<file path="src/rtl/pid_pkg.sv">
// Shared PID definitions: widths, signed limits, FSM states.
// Also used by the controller stage.
package pid_pkg;

   localparam int DW = 32;

   localparam logic signed [DW-1:0] SMAX = 32'sh7FFF_FFFF;
   localparam logic signed [DW-1:0] SMIN = 32'sh8000_0000;

   typedef enum logic [1:0] {
      IDLE  = 2'd0,
      PRIME = 2'd1,
      RUN   = 2'd2
   } pid_st_e;

   // Clamp a 33-bit signed value into [lo, hi].
   function automatic logic signed [DW-1:0] sat_clip(
      input logic signed [DW:0]   v,
      input logic signed [DW-1:0] lo,
      input logic signed [DW-1:0] hi
   );
      logic signed [DW:0] lo_x;
      logic signed [DW:0] hi_x;
      lo_x = {lo[DW-1], lo};
      hi_x = {hi[DW-1], hi};
      if (v > hi_x)
         return hi;
      else if (v < lo_x)
         return lo;
      else
         return v[DW-1:0];
   endfunction

endpackage

</file>
<file path="src/rtl/pid_sat_add.sv">
// Signed 32+32 add at 33 bits with a symmetric +/-LIM clamp.
// sat reports that the result sits on either limit.
module pid_sat_add
   import pid_pkg::*;
#(
   parameter logic signed [DW-1:0] LIM = 32'sh3FFF_FFFF
) (
   input  logic signed [DW-1:0] a,
   input  logic signed [DW-1:0] b,
   output logic signed [DW-1:0] y,
   output logic                 sat
);

   logic signed [DW:0]   sum_x;
   logic signed [DW-1:0] lim_n;

   assign lim_n = -LIM;
   assign sum_x = {a[DW-1], a} + {b[DW-1], b};
   assign y     = sat_clip(sum_x, lim_n, LIM);
   assign sat   = (y == LIM) || (y == lim_n);

endmodule

</file>
<file path="src/rtl/pid_err_gen.sv">
// PID error front end: error, previous error, clamped error sum.
// Optional deadband on the difference via PID_ERR_DEADBAND_EN.
module pid_err_gen
   import pid_pkg::*;
#(
   parameter logic signed [DW-1:0] INT_LIM = 32'sh3FFF_FFFF,
   parameter int                   DB      = 16
) (
   input  logic                 clk,
   input  logic                 rstn,
   input  logic                 en,
   input  logic                 clr,
   input  logic                 hold,
   input  logic                 fb_vld,
   input  logic signed [DW-1:0] setpoint,
   input  logic signed [DW-1:0] feedback,
   output logic signed [DW-1:0] error,
   output logic signed [DW-1:0] error1,
   output logic signed [DW-1:0] sum_e,
   output logic                 err_vld,
   output logic                 sat
);

   pid_st_e st, st_nxt;

   logic                 acc;
   logic                 prime;
   logic signed [DW:0]   diff_x;
   logic signed [DW-1:0] d_sat;
   logic signed [DW-1:0] d;
   logic signed [DW-1:0] sum_add;
   logic                 sum_sat;

   assign acc = en & fb_vld & ~clr;

   always_ff @(posedge clk or negedge rstn) begin
      if (!rstn)
         st <= IDLE;
      else
         st <= st_nxt;
   end

   always_comb begin
      st_nxt = st;
      if (!en)
         st_nxt = IDLE;
      else if (clr)
         st_nxt = PRIME;
      else begin
         unique case (st)
            IDLE:    st_nxt = acc ? RUN : PRIME;
            PRIME:   st_nxt = acc ? RUN : PRIME;
            RUN:     st_nxt = RUN;
            default: st_nxt = IDLE;
         endcase
      end
   end

   // A sample arriving while still idle is the first after enable.
   always_comb begin
      prime = 1'b1;
      unique case (st)
         RUN:     prime = 1'b0;
         default: prime = 1'b1;
      endcase
   end

   assign diff_x = {setpoint[DW-1], setpoint} - {feedback[DW-1], feedback};
   assign d_sat  = sat_clip(diff_x, SMIN, SMAX);

`ifdef PID_ERR_DEADBAND_EN
   // SMIN lies below -DB, so it always falls outside the deadband.
   assign d = (d_sat >= -DB && d_sat <= DB) ? '0 : d_sat;
`else
   logic unused_db;
   assign unused_db = (DB < 0);
   assign d = d_sat;
`endif

   pid_sat_add #(
      .LIM (INT_LIM)
   ) u_int (
      .a   (sum_e),
      .b   (d),
      .y   (sum_add),
      .sat (sum_sat)
   );

   always_ff @(posedge clk or negedge rstn) begin
      if (!rstn) begin
         error   <= '0;
         error1  <= '0;
         sum_e   <= '0;
         sat     <= 1'b0;
         err_vld <= 1'b0;
      end else begin
         err_vld <= acc;
         if (clr) begin
            error  <= '0;
            error1 <= '0;
            sum_e  <= '0;
            sat    <= 1'b0;
         end else if (acc) begin
            error  <= d;
            error1 <= prime ? d : error;
            if (!hold) begin
               sum_e <= sum_add;
               sat   <= sum_sat;
            end
         end
      end
   end

endmodule

</file>
<file path="config.mk">
export PLATFORM = sky130hd
export DESIGN_NAME = pid_err_gen
export DESIGN_NICKNAME = d
export VERILOG_FILES = /design/src/rtl/pid_pkg.sv /design/src/rtl/pid_sat_add.sv /design/src/rtl/pid_err_gen.sv
export SDC_FILE = /design/constraint.sdc
export NUM_CORES = 1
export LEC_CHECK = 0
export BUFFER_PORTS_ARGS = -buffer_cell sky130_fd_sc_hd__buf_4
export CORE_AREA = 2 2 134 136
export DETAILED_ROUTE_END_ITERATION = 16
export DIE_AREA = 0 0 136 138
export PLACE_DENSITY_LB_ADDON = 0.25
export SLEW_MARGIN = 30
export SYNTH_ARGS = -nofsm -noshare
export SYNTH_HDL_FRONTEND = slang
export SYNTH_SLANG_ARGS = --single-unit
</file>
<file path="constraint.sdc">
create_clock -name clk -period 5.95 [get_ports clk]
set_input_delay 1.19 -clock clk [delete_from_list [all_inputs] [get_ports clk]]
set_output_delay 1.19 -clock clk [all_outputs]
set_load 0.05 [all_outputs]
</file>
==> results by group <==
Placement
  • GP Congestion: 0.9782
  • Detail Placement HPWL: 23.88 mm
  • Port bufs: 167
  • Dpl cells: 1599

Final layout
  • Final non-filler cell total: 1652
  • FF/Latch Area: 2502 um2
  • Synth-to-layout area growth: 60.40%
  • Nets@finish: 1554
  • Util after Layout: 0.7734
  • Fillers: 1244
  • Most frequent cells in the layout: 453 x buf_4, 100 x dfrtp_1, 70 x a21o_1
  • Most common cell after layout, fill and taps aside: buf_4
  • Inserted Diodes: 0
  • Layout cells sized above 1: 0.4540
  • Area of the multi-input gates: 6459 um2

Critical path
  • Worst Path Class, Setup: input pin to flip-flop
  • Required @ worst endpoint: 6.24 ns
  • Critical Path AT: 6.58 ns
  • Crit start category: input pin
  • Worst setup EP type: flip-flop
  • CP peak stage delay: 0.55 ns
  • Crit-path max FO: 7
  • CP max-delay cell: or4_4

Min path
  • HP Class: flip-flop to flip-flop

Timing
  • Skew final: 0.01119 ns
  • Worst slew pin tran: 0.8783 ns
  • Slew HR: 0.4145
  • Hold Slack: 0.5046 ns
  • RSZ-0062 raised after global routing: yes
  • Final hold violation count: 0
  • Tmin final: 6.289 ns
  • Tcrit/Tclk final: 1.057
  • Peak Freq: 159.0 MHz
  • Final setup fails: 31
  • PnR worst setup slack: -0.3394 ns
  • Slew Limit Fails: 0

Floorplan
  • # rows: 49
  • Die ar.: 18770 um2
  • DIE HEIGHT: 138 um
  • I/O pin total: 168
  • Initial Util: 0.4822
  • Die width: 136 um
  • Core ar.: 17530 um2

GRT
  • Global-route met3 utilization: 0.03630
  • Global route hottest layer: met2
  • Largest net degree at the start of global routing: 66
  • Global-route wire length before repair: 51.46 mm
  • Met1 GRT Util: 0.4649
  • Vias in the first global route: 9729
  • GRT Residual Overflow: 0
  • Met2 track demand over resource: 0.5726
  • Initial antenna violation count: 0
  • GR Util All Layers: 0.3451

Routing
  • DR iter-0 viols: 912
  • Pre-antenna DRT Iters: 5
  • Number of nets with antenna violations after routing: 0
  • Mean routed wirelength per cell: 20.21 um
  • Number of remaining DRC errors: 0
  • Vias: 10100
  • Vias per cell: 6.116
  • WL final: 33.39 mm

Clock tree
  • Skew-Pair Late Insertion Delay: 0.36 ns
  • Clock Pin Slew Worst Setup and Hold Paths: 0.08 ns
  • Hold buffers post-CTS: 0
  • CTS Buf Count: 9
  • CTS Buffer Depth: 2
  • # clock sinks: 100
  • H-tree depth: 3
  • CTS tree: yes
  • Clock root buffer: clkbuf_16

Yosys
  • EDFF count, synth: 0
  • Yosys reg bits: 100
  • Mean Syn Cell Area: 8.680 um2
  • Mapped Cells: 974
  • Count of cell types in the netlist: 77
  • Post-synthesis sequential area ratio: 0.2960
  • Net count after synthesis: 1110
  • Post-Syn Area: 8454 um2
  • Fraction of registers with async set/reset: 1.000
  • Ys Warns: 0
  • Most used DFF post-synth: dfrtp_1

Power and ir drop
  • Worst vdd ir: 0.3380 mV
  • Pwr/cell area: 371.5 nW/um2
  • Static leakage: 0.006823 uW

Run status
  • Failing checks: setup timing
  • Status: complete, but fails checks

Run
  • Number of max-cap violations: 0
metrics by stage:
| stage | worst slack (ns) | area [um2] | setup TNS [ns] | power [uW] |
|---|---|---|---|---|
| 2_1_floorplan | -0.2354 | 8822 | -6.101 | 2506 |
| 3_3_place_gp | -0.7920 | 12240 | -18.69 | 3839 |
| 3_5_place_dp | -0.8638 | 12240 | -23.58 | 3868 |
| 4_1_cts | -0.2734 | 13340 | -7.112 | 4793 |
| 5_1_grt | -0.4730 | 13560 | -13.03 | 5276 |
| 6_report | -0.3394 | 13560 | -8.596 | 5038 |
kinds of logic (layout without fill, tap and decap cells):
| group | after synthesis | in the layout | share of synthesized area |
|---|---|---|---|
| AOI/OAI and AO/OA | 394 | 394 | 0.3376 |
| and+or+nand+nor | 259 | 261 | 0.1618 |
| buffers and inverters | 104 | 550 | 0.05150 |
| DFF | 100 | 100 | 0.2960 |
| adders and majority gates | 66 | 66 | 0.09945 |
| xor gates and xnor gates | 47 | 47 | 0.04869 |
| muxes | 4 | 5 | 0.005032 |
state kept, by name, indices dropped and copies added (netlist names):
name     count
sat          1
sum_e       32
error1      32
error       32
st           2
err_vld      1
per-layer routing:
metal	up-vias	part of all wire
li1	4615	-
met1	4826	0.41
met2	546	0.48
met3	117	0.069
met4	0	0.041
met5	-	0
path summary, 6_finish.rpt:
check                                  from          to  slack (ns)  depth (start not counted)
min in group asynchronous              rstn    error[6]        0.84                          1
worst max register to register     sum_e[0]         sat        2.33                         13
worst min-delay path             error1[31]  error1[31]        0.50                          2
worst min register to register   error1[31]  error1[31]        0.50                          2
max in group asynchronous              rstn   sum_e[17]        3.95                          2
worst max-delay path            setpoint[8]         sat       -0.34                         26
cell type report:
cell class,count,share of cell area
Multi-Input combinational cell,773,0.4763
Timing Repair Buffer,485,0.2827
Sequential cell,100,0.1845
Tap cell,229,0.02113
Clock buffer,9,0.01661
Inverter,49,0.01393
Clock inverter,7,0.004798
synth_stat cells, types with 5 or more instances:
cell      count  area share
a211oi_1     16       0.014
a21boi_0      6      0.0053
a21o_1       75       0.067
a21oi_1      65       0.038
a221o_1      27       0.032
a22o_1       27       0.028
a31oi_1      15       0.011
a32o_1       21       0.025
and2_1        8      0.0059
and3_1       12      0.0089
and4_1        8      0.0083
buf_2        14      0.0083
clkbuf_1     35       0.016
dfrtp_1     100        0.30
ha_1         64       0.095
inv_1        49       0.022
nand2_1      59       0.026
nand2b_1     12      0.0089
nand3_1      21       0.012
nand4_1      16       0.012
nor2_1       63       0.028
nor2b_1      10      0.0074
nor3_1        8      0.0047
nor4_1        9      0.0067
o211ai_1      5      0.0044
o21a_1       17       0.015
o21ai_0      62       0.037
o21bai_1      8      0.0071
o31ai_1       9      0.0080
or3_1         7      0.0052
xnor2_1      28       0.029
xor2_1       19       0.020
power by group:
part	total [uW]	switching, uW	internal [uW]
Sequential	868	107	760
Clock	595	298	297
Combinational	3570	1880	1690
worst max-delay path, delay by kind of cell:
| family | cells | cell delay, ns |
|---|---|---|
| buf+inv | 5 | 0.74 |
| simple gates | 7 | 1.51 |
| fa+ha+maj | 2 | 0.60 |
| mux | 1 | 0.35 |
| compound gates | 11 | 2.19 |
repair_timing:
action	in CTS	in global routing
setup buffers	22	13
endpoints found under the setup margin	31	33
cloned	5	0
gates resized for setup	98	36
pin swaps	42	25
Power figures use the tool's default switching activity.
